### config.mk
export PLATFORM = sky130hd
export DESIGN_NAME = div_unit
export DESIGN_NICKNAME = d
export VERILOG_FILES = /design/src/rtl/div_pkg.sv /design/src/rtl/div_step.sv /design/src/rtl/div_unit.sv
export SDC_FILE = /design/constraint.sdc
export NUM_CORES = 1
export LEC_CHECK = 0
export ABC_CLOCK_PERIOD_IN_PS = 6790
export CAP_MARGIN = 10
export CORE_AREA = 2 2 161 163
export CTS_BUF_LIST = sky130_fd_sc_hd__clkbuf_4
export CTS_CLUSTER_SIZE = 28
export DETAILED_ROUTE_END_ITERATION = 16
export DIE_AREA = 0 0 163 165
export GPL_TIMING_DRIVEN = 0
export PLACE_DENSITY = 0.75
export SKIP_LAST_GASP = 1
export SLEW_MARGIN = 40
export SYNTH_ARGS = -nofsm -noshare
export SYNTH_HDL_FRONTEND = slang
export SYNTH_SLANG_ARGS = --single-unit
### constraint.sdc
create_clock -name clk -period 6.79 [get_ports clk]
set_input_delay 1.358 -clock clk [delete_from_list [all_inputs] [get_ports clk]]
set_output_delay 1.358 -clock clk [all_outputs]
set_load 0.005 [all_outputs]
### src/rtl/div_pkg.sv
// div_pkg: shared width constants and FSM state type for the sequential divider.
package div_pkg;
    localparam int DIV_WIDTH = 32;
    localparam int DIV_CNT_W = 5;
    typedef enum logic [1:0] {IDLE, CALC, FIX} state_t;
endpackage

### src/rtl/div_step.sv
// div_step: one combinational restoring-division step (shift in a bit, trial-subtract).
module div_step
    import div_pkg::*;
#(
    parameter int W = DIV_WIDTH
) (
    input  logic [W-1:0] i_rem,
    input  logic         i_bit,
    input  logic [W-1:0] i_dvs,
    output logic [W-1:0] o_rem,
    output logic         o_q
);
    logic [W:0] w_shift;
    logic [W:0] w_diff;
    assign w_shift = {i_rem, i_bit};
    // The shifted remainder stays below 2*divisor, so bit W of the difference is a clean borrow.
    assign w_diff  = w_shift - {1'b0, i_dvs};
    assign o_q     = ~w_diff[W];
    assign o_rem   = o_q ? w_diff[W-1:0] : w_shift[W-1:0];
endmodule

### src/rtl/div_unit.sv
// div_unit: 32-bit sequential restoring divider, one quotient bit per cycle, signed/unsigned.
// DIV_ZERO_DETECT_EN short-circuits a zero divisor straight to FIX and raises dz.
module div_unit
    import div_pkg::*;
#(
    parameter int WIDTH = DIV_WIDTH
) (
    input  logic             clk,
    input  logic             rst,
    input  logic             start,
    input  logic             Sign,
    input  logic [WIDTH-1:0] A,
    input  logic [WIDTH-1:0] B,
    output logic             busy,
    output logic             done,
    output logic [WIDTH-1:0] quo,
    output logic [WIDTH-1:0] rem,
    output logic             dz
);
    state_t               r_state;
    logic [DIV_CNT_W-1:0] r_cnt;
    logic [WIDTH-1:0]     r_dvd;
    logic [WIDTH-1:0]     r_dvs;
    logic [WIDTH-1:0]     r_rem;
    logic                 r_qs;
    logic                 r_rs;
    logic [WIDTH-1:0]     w_a_mag;
    logic [WIDTH-1:0]     w_b_mag;
    logic [WIDTH-1:0]     w_rem;
    logic                 w_q;
`ifdef DIV_ZERO_DETECT_EN
    logic                 r_dzp;
`else
    assign dz = 1'b0;
`endif
    assign w_a_mag = (Sign && A[WIDTH-1]) ? -A : A;
    assign w_b_mag = (Sign && B[WIDTH-1]) ? -B : B;
    // r_dvd doubles as dividend shifter and quotient accumulator.
    div_step #(.W(WIDTH)) u_step (
        .i_rem (r_rem),
        .i_bit (r_dvd[WIDTH-1]),
        .i_dvs (r_dvs),
        .o_rem (w_rem),
        .o_q   (w_q)
    );
    always_ff @(posedge clk or posedge rst) begin
        if (rst) begin
            r_state <= IDLE;
            r_cnt   <= '0;
            r_dvd   <= '0;
            r_dvs   <= '0;
            r_rem   <= '0;
            r_qs    <= 1'b0;
            r_rs    <= 1'b0;
            busy    <= 1'b0;
            done    <= 1'b0;
            quo     <= '0;
            rem     <= '0;
`ifdef DIV_ZERO_DETECT_EN
            r_dzp   <= 1'b0;
            dz      <= 1'b0;
`endif
        end else begin
            done <= 1'b0;
            case (r_state)
                IDLE: if (start) begin
                    busy    <= 1'b1;
                    r_rem   <= '0;
                    r_dvd   <= w_a_mag;
                    r_dvs   <= w_b_mag;
                    r_qs    <= Sign & (A[WIDTH-1] ^ B[WIDTH-1]);
                    r_rs    <= Sign & A[WIDTH-1];
                    r_cnt   <= DIV_CNT_W'(WIDTH - 1);
                    r_state <= CALC;
`ifdef DIV_ZERO_DETECT_EN
                    r_dzp   <= (B == '0);
                    if (B == '0) begin
                        r_rem   <= A;
                        r_dvd   <= '1;
                        r_qs    <= 1'b0;
                        r_rs    <= 1'b0;
                        r_state <= FIX;
                    end
`endif
                end
                CALC: begin
                    r_rem <= w_rem;
                    r_dvd <= {r_dvd[WIDTH-2:0], w_q};
                    if (r_cnt == '0)
                        r_state <= FIX;
                    else
                        r_cnt <= r_cnt - 1'b1;
                end
                FIX: begin
                    quo     <= r_qs ? -r_dvd : r_dvd;
                    rem     <= r_rs ? -r_rem : r_rem;
                    busy    <= 1'b0;
                    done    <= 1'b1;
                    r_state <= IDLE;
`ifdef DIV_ZERO_DETECT_EN
                    dz      <= r_dzp;
`endif
                end
                default: r_state <= IDLE;
            endcase
        end
    end
endmodule

=== After elaboration in Yosys (flattened, before gate mapping) ===
Cells that the tools add are included.

* Flip-flop bits (word level): 171

* $add $sub $neg: 6
* Equality and inequality tests: 5
* Mux-type cells: 18
* Bitwise operators: 4
* Reductions and logical operators: 11

{| class="wikitable"
|+ Operators by type and width
! cell !! count
|-
| $mux 32 || 7
|-
| $neg 32->32 || 4
|-
| $pmux 32 s2 || 2
|-
| $sub 33x32->33 || 1
|-
| $mux 5 || 2
|-
| $pmux 5 s2 || 1
|-
| $reduce_and 2->1 || 4
|-
| $ne 2x2->1 const B || 3
|-
| $logic_not 5->1 || 1
|-
| $sub 5x1->5 const B || 1
|-
| $mux 2 || 2
|-
| $pmux 2 s2 || 1
|-
| $reduce_bool 2->1 || 2
|-
| $reduce_and 3->1 || 1
|-
| $and 1x1->1 || 2
|-
| $eq 2x1->1 const B || 1
|-
| $eq 2x2->1 const B || 1
|-
| $logic_and 1x1->1 || 2
|-
| $logic_not 2->1 || 1
|-
| $mux 1 || 2
|-
| $pmux 1 s2 || 1
|-
| $not 1->1 || 1
|-
| $xor 1x1->1 || 1
|}

=== Depth between registers and ports, before layout ===
Gate-level depths: netlist of run 1.

* Depth in word-level cells: 4
* Depth in mapped cells: 15

=== By module ===
A second synthesis of run 1 with hierarchy kept.

* Cell total of the unflattened synthesis: 1245
* Area, all modules: 11094.4 µm²

{| class="wikitable"
|+ Modules (own cells, without submodules)
! module !! instances !! cells each !! area an instance (µm²) !! seq. area each (µm²)
|-
| div_unit || 1 || 934 || 8838.5 || 4279.1
|-
| div_step || 1 || 311 || 2255.9 || 0.0
|}

=== Worst setup path after synthesis of run 1 ===
OpenSTA, ideal clock, no wires.

* Path type: input to register
* From: in A[4]
* To: reg r_dvd[21]
* Data arrival time: 3830 ps
* Required time: 6669 ps
* Setup slack: 2839 ps
* Stages: 10
* Buffers on the path: 0
* Path through: or3_1 -> or4_1 -> or3b_1 -> or2_1 -> nand2b_1 -> o41ai_2 -> xor2_1 -> nand2_1 -> mux2_2 -> o22a_1

* Longest elaborated chain between the ends: 4

{| class="wikitable"
|+ RTL lines
! element !! line !! source
|-
| start: declaration || div_unit.sv:12 || <nowiki>input logic [WIDTH-1:0] A,</nowiki>
|-
| $neg 32->32 || div_unit.sv:36 || <nowiki>assign w_a_mag = (Sign && A[WIDTH-1]) ? -A : A;</nowiki>
|-
| $mux 32 || div_unit.sv:36 ||
|-
| $mux 32 || div_unit.sv:66 || <nowiki>IDLE: if (start) begin</nowiki>
|-
| $pmux 32 s2 || div_unit.sv:65 || <nowiki>case (r_state)</nowiki>
|-
| end signal: assignment || div_unit.sv:69 || <nowiki>r_dvd <= w_a_mag;</nowiki>
|-
| end signal: assignment || div_unit.sv:88 || <nowiki>r_dvd <= {r_dvd[WIDTH-2:0], w_q};</nowiki>
|-
| end: declaration || div_unit.sv:22 || <nowiki>logic [WIDTH-1:0] r_dvd;</nowiki>
|}

No other way between the ends. The select of a mux whose other input is x is not followed.
A chain may end at the register's enable or synchronous reset.

=== Worst setup path after layout of run 1 ===
* From: in A[2]
* To: reg r_dvd[29]

Same word-level chain as after synthesis.

==> results.toml, run 1 <==
[sta]
layout_min_cycle_time_ns = 4.29
max_clock_freq_mhz = 233
layout_setup_ws_ns = 2.50
finalClockSkew_ns = 0.0219
slew_violations = 0
rsz0062_at_grt = "false"
worst_slew_pin_slew_ns = 0.839
setup_tns_ns = 0
fin_crit_sh = 0.632
maxSlewHeadroom = 0.433
setup_viol = 0
hold_viol = 0

[final_layout]
final_common_cell = "nand2_1"
area.growth.synth_to_final_pct = 19.9
design_area_um2 = 12800
nNetsFinal = 1505
drive_above_1_share = 0.0411
final_cell_mix = "nand2_1, dfrtp_1, o21ai_0"
fin_cells = 1742
fillerInstances = 2378

[floorplanning]
dieArea_um2 = 26900
io_pins = 135
dieHeight_um = 165
num_rows = 58
core_um2 = 25000
die_w_um = 163
initial_core_util = 0.428

[drt]
drc = 0
drtAntennaViolNets = 0
viasPerCell = 5.48
drt-initial-drc-count = 748
drt-wirelength-per-cell_um = 16.5
dr.pass1.iters = 5
wirelength_um = 28700
vias = 9548

[global_routing]
grt_overflow_total = 0
grt_max_degree = 76
grt_pass1_vias = 9318
grt_pass1_wl_um = 47700
antenna_found_initial = 1
grtUsageTotal = 0.222

[flow_run]
cap_violations = 0

[critical_path]
crit_path_end_kind = "flop"
cp.required_ns = 7.26
crit_path_start_kind = "input port"
crit_fanout = 4
cp_data_arrival_time_ns = 4.75
critPathKind = "in2reg"

[clock_network]
cts_buffer_depth = 2
cts_buffers = 17
tritoncts = "yes"
clkTransAtPathRegs_ns = 0.16
clock_latency_ns = 0.61
cts_hold_buf = 0
cts.repair.resized = 0
post_cts_buffers = 0
cts.sinks = 171
ctsRootBufferMaster = "clkbuf_4"
htreeDepth = 4

[logic_synthesis]
synth_seq_cells = 171
synth_top_area_cell = "dfrtp_1"
synth_top_area_frac = 0.400
ys_types = 65
yosysWarnings = 0
ys_async_sr_fraction = 1.00
ys_top_cells_by_area = "dfrtp_1, o21ai_0, xor2_1, nand2_1, xnor2_1"
dominantRegCellSynth = "dfrtp_1"
syn_nets = 1351
syn_avg_cell_area_um2 = 8.61
netlist_area_um2 = 10700
synthCells = 1244
synth_edf_count = 0
synth-seq-area-share = 0.400

[placed_design]
dpl-instance-area_um2 = 12500
place_ws_ns = 1.97
hpwl_um = 22800
dpl.cell_count = 1709
gp_congestion = 0.983
portBuffers = 133

[outcome]
outcome = "complete, no violations"

[power_and_ir_drop]
power.leakage_nw = 5.35
peakVddDrop_v = 0.000243
p_per_area_nw_per_um2 = 514

[worst_hold_path]
hold_path.class = "reg2reg"
[sequential cells by signal, summed over array words and instances (netlist names)]
signal	count
r_dvd	32
r_qs	1
r_dvs	32
r_state	2
done	1
r_rem	32
r_rs	1
busy	1
rem	32
r_cnt	5
quo	32
[path summary, 6_finish.rpt]
| kind | endpoint | slack [ns] | from | cells past startpoint |
|---|---|---|---|---|
| setup / recovery | r_dvd[29] | 2.50 | A[2] | 11 |
| hold reg to reg | rem[23] | 0.50 | rem[23] | 2 |
| setup reg to reg | r_rem[11] | 2.85 | r_dvs[5] | 14 |
| max in group asynchronous | r_dvs[1] | 4.71 | rst | 4 |
| min in group asynchronous | quo[21] | 1.09 | rst | 2 |
| hold / removal | rem[23] | 0.50 | rem[23] | 2 |
[metrics by stage]
step           utilization  power (W)  hold WS (ns)
2_1_floorplan            -    0.00464         0.450
3_5_place_dp         0.500    0.00594         0.470
4_1_cts              0.513    0.00659         0.505
6_report             0.513    0.00660         0.496
5_1_grt              0.513    0.00723         0.527
3_3_place_gp         0.497    0.00584         0.462
[logic make-up (layout without fill, tap and decap cells)]
| family | Yosys count | in the layout | synth area share |
|---|---|---|---|
| other | 1 | 2 | 0.000350 |
| DFF | 171 | 171 | 0.400 |
| AOI/OAI and AO/OA | 371 | 371 | 0.215 |
| xor gates and xnor gates | 152 | 152 | 0.124 |
| buffers and inverters | 120 | 287 | 0.0431 |
| and+or+nand+nor | 382 | 382 | 0.164 |
| adders and majority gates | 39 | 39 | 0.0463 |
| muxes | 8 | 8 | 0.00760 |
[final cells by class]
| class | instances | area [um^2] | share of cell area |
|---|---|---|---|
| Multi-Input combinational cell | 953 | 5970 | 0.465 |
| Clock buffer | 17 | 128 | 0.00994 |
| Tap cell | 330 | 413 | 0.0322 |
| Clock inverter | 15 | 194 | 0.0151 |
| Buffer | 66 | 259 | 0.0202 |
| Antenna cell | 1 | 2.50 | 0.000195 |
| Timing Repair Buffer | 135 | 1390 | 0.108 |
| Sequential cell | 171 | 4280 | 0.333 |
| Inverter | 54 | 210 | 0.0164 |
[cells in the mapped netlist, types with 3 or more instances]
master / instances
o41ai_1: 12
or4_1: 14
xor2_1: 93
a31oi_1: 4
buf_1: 4
buf_2: 3
xnor2_1: 59
dfrtp_1: 171
nand2_1: 209
and2_1: 5
and3_1: 3
a211oi_1: 3
o31ai_1: 28
mux2i_1: 7
o21ai_1: 12
nand2b_1: 12
nor4_1: 9
clkbuf_1: 57
o21bai_1: 3
a32oi_1: 5
a21o_1: 7
or2_2: 4
o41ai_2: 3
nor3_1: 11
a22oi_1: 24
nor2b_1: 10
nor2_1: 45
inv_1: 54
o21a_1: 4
or3_1: 12
ha_1: 38
o311ai_1: 21
nand3_1: 32
o21ai_0: 165
nand4_1: 3
o22ai_1: 3
a21oi_1: 57
a221oi_1: 3
[critical path: stages]
cell,delay [ns]
clkdlybuf4s50_1,0.49
or3_1,0.41
or4_1,0.50
or3b_1,0.40
or2_1,0.25
nand2b_1,0.20
nor2b_1,0.28
nand2_1,0.15
o41ai_1,0.39
xor2_1,0.23
a21oi_1,0.09
[power by group]
part	internal (W)	total [W]	switching [W]
clock	0.000212	0.000652	0.000439
sequential	0.00154	0.00209	0.000558
combinational	0.00177	0.00385	0.00208
[layer usage]
metal,track usage,up-vias,share of wire
met5,0,-,0
met4,0.0668,0,0.018
met3,0.0316,48,0.054
met2,0.353,318,0.45
met1,0.314,4480,0.47
li1,-,4702,-
(Power assumes the default switching activity.)
==> run 2: changes to the inputs <==
--- a/config.mk
+++ b/config.mk
@@ -5,7 +5,7 @@
 export SDC_FILE = /design/constraint.sdc
 export NUM_CORES = 1
 export LEC_CHECK = 0
-export ABC_CLOCK_PERIOD_IN_PS = 6790
+export ABC_CLOCK_PERIOD_IN_PS = 3600
 export CAP_MARGIN = 10
 export CORE_AREA = 2 2 161 163
 export CTS_BUF_LIST = sky130_fd_sc_hd__clkbuf_4
@@ -13,7 +13,7 @@
 export DETAILED_ROUTE_END_ITERATION = 16
 export DIE_AREA = 0 0 163 165
 export GPL_TIMING_DRIVEN = 0
-export PLACE_DENSITY = 0.75
+export PLACE_DENSITY = 0.77
 export SKIP_LAST_GASP = 1
 export SLEW_MARGIN = 40
 export SYNTH_ARGS = -nofsm -noshare
==> constraint.sdc (replaced) <==
create_clock -name clk -period 3.6 [get_ports clk]
set_input_delay 0.72 -clock clk [delete_from_list [all_inputs] [get_ports clk]]
set_output_delay 0.72 -clock clk [all_outputs]
set_load 0.005 [all_outputs]
==> run 2 against run 1 <==
Against the previous run: via count is 0.79% higher; clock power is 61% higher; first-iteration DRC count is 6.1% lower; flip-flop and latch count did not move; worst setup slack got worse by 2.4 ns; sequential power increased by 89%; largest power group unchanged.
==> results.toml, run 2 (synthesis results as in run 1) <==
[sta]
setup_viol = 0
maxSlewHeadroom = 0.502
max_clock_freq_mhz = 287
fin_crit_sh = 0.968
finalClockSkew_ns = 0.0321
rsz0062_at_grt = "true"
worst_slew_pin_slew_ns = 0.740
hold_viol = 0
slew_violations = 0
layout_min_cycle_time_ns = 3.48

[clock_network]
ctsRootBufferMaster = "clkbuf_4"
cts.sinks = 171
cts_buffers = 17
htreeDepth = 4
tritoncts = "yes"
clkTransAtPathRegs_ns = 0.16
clock_latency_ns = 0.60
cts_hold_buf = 0
cts_buffer_depth = 2

[final_layout]
fin_cells = 1757
final_common_cell = "nand2_1"
nNetsFinal = 1520
postLayoutCoreUtil = 0.525
final_cell_mix = "nand2_1, dfrtp_1, o21ai_0"
final-seq-area_um2 = 4280
design_area_um2 = 13200
fillerInstances = 2325
multi_input_area_um2 = 6080
area.growth.synth_to_final_pct = 22.8
drive_above_1_share = 0.0687

[drt]
drtAntennaViolNets = 0
drc = 0
viasPerCell = 5.48
drt-wirelength-per-cell_um = 16.5
wirelength_um = 29000
dr.pass1.iters = 5
drt-initial-drc-count = 702
vias = 9623

[power_and_ir_drop]
peakVddDrop_v = 0.000443
power.leakage_nw = 5.46
p_per_area_nw_per_um2 = 986

[global_routing]
grtUsageTotal = 0.223
antenna_found_initial = 1
grt_pass1_wl_um = 48000
grt_max_degree = 25
grt_pass1_vias = 9463
grt_overflow_total = 0

[placed_design]
dpl-instance-area_um2 = 12700
portBuffers = 133
dpl.cell_count = 1715
gp_congestion = 0.949
hpwl_um = 23100

[flow_run]
cap_violations = 0

[outcome]
outcome = "complete, no violations"

[floorplanning]
io_pins = 135
num_rows = 58
core_um2 = 25000
initial_core_util = 0.428
dieArea_um2 = 26900
dieHeight_um = 165
die_w_um = 163

[critical_path]
crit_path_end_kind = "flop"
crit_fanout = 4
critPathKind = "in2reg"
cp_data_arrival_time_ns = 3.98
cp.required_ns = 4.09
crit_path_start_kind = "input port"

[worst_hold_path]
hold_path.class = "in2async"
run 2: cell count changes in the layout (fill, tap and decap cells not counted), moves of 3 or more:
cell	previous run	this run
buf_16	2	5
dfrtp_2	0	4
a21oi_2	0	4
a21oi_1	57	53
inv_8	9	2
buf_4	2	7
inv_6	2	8
clkinv_8	3	0
buf_12	0	3
dfrtp_1	171	167
run 2: layout make-up:
| class | count | area share |
|---|---|---|
| Clock buffer | 17 | 0.00971 |
| Inverter | 54 | 0.0157 |
| Tap cell | 330 | 0.0314 |
| Clock inverter | 15 | 0.00961 |
| Buffer | 66 | 0.0217 |
| Antenna cell | 1 | 0.000190 |
| Timing Repair Buffer | 150 | 0.124 |
| Sequential cell | 171 | 0.326 |
| Multi-Input combinational cell | 953 | 0.462 |
run 2: worst max-delay path, cell delays in order:
cell	delay (ns)
clkdlybuf4s50_1	0.47
or3_1	0.42
or4_4	0.46
or3b_1	0.40
or2_1	0.26
nand2b_1	0.21
o41ai_2	0.27
xor2_1	0.22
nand2_1	0.09
mux2_2	0.28
o22a_1	0.18
run 2: layer usage:
metal	global-route usage	vias up	wire length, um
li1	-	4737	-
met1	0.311	4535	13800
met2	0.358	303	13200
met3	0.0347	48	1480
met4	0.0652	0	536
met5	0	-	0
run 2: power breakdown:
| part | internal, W | switching [W] |
|---|---|---|
| logic | 0.00380 | 0.00417 |
| clock network | 0.000298 | 0.000748 |
| registers | 0.00290 | 0.00105 |
run 2: path summary, 6_finish.rpt:
path                           start        end  slack, ns  cells past startpoint
setup / recovery                A[2]  r_dvd[21]       0.12                     11
hold / removal                   rst    quo[10]       0.46                      2
setup reg to reg           r_rem[10]   r_rem[1]       0.16                     13
hold reg to reg             r_dvs[8]   r_dvs[8]       0.49                      2
max in group asynchronous        rst  r_dvs[27]       2.12                      6
min in group clk            r_dvs[8]   r_dvs[8]       0.49                      2
run 2: per-stage QoR:
step	setup slack [ns]	hold WS, ns	total power (W)	setup TNS, ns
floorplan	0.273	0.450	0.00875	0
global placement	-0.608	0.462	0.0110	-114.04
detailed placement	-0.551	0.471	0.0112	-12.10
CTS	-0.00622	0.457	0.0125	-0.00622
global route	-0.0133	0.446	0.0141	-0.0360
finish	0.117	0.457	0.0130	0
run 2: repair_timing:
action | 4_1_cts | 5_1_grt
setup buffers | 3 | 3
resized for setup | 14 | 20
pin swaps | 3 | 11
cloned | 1 | 2
setup endpoints to repair | 33 | 36
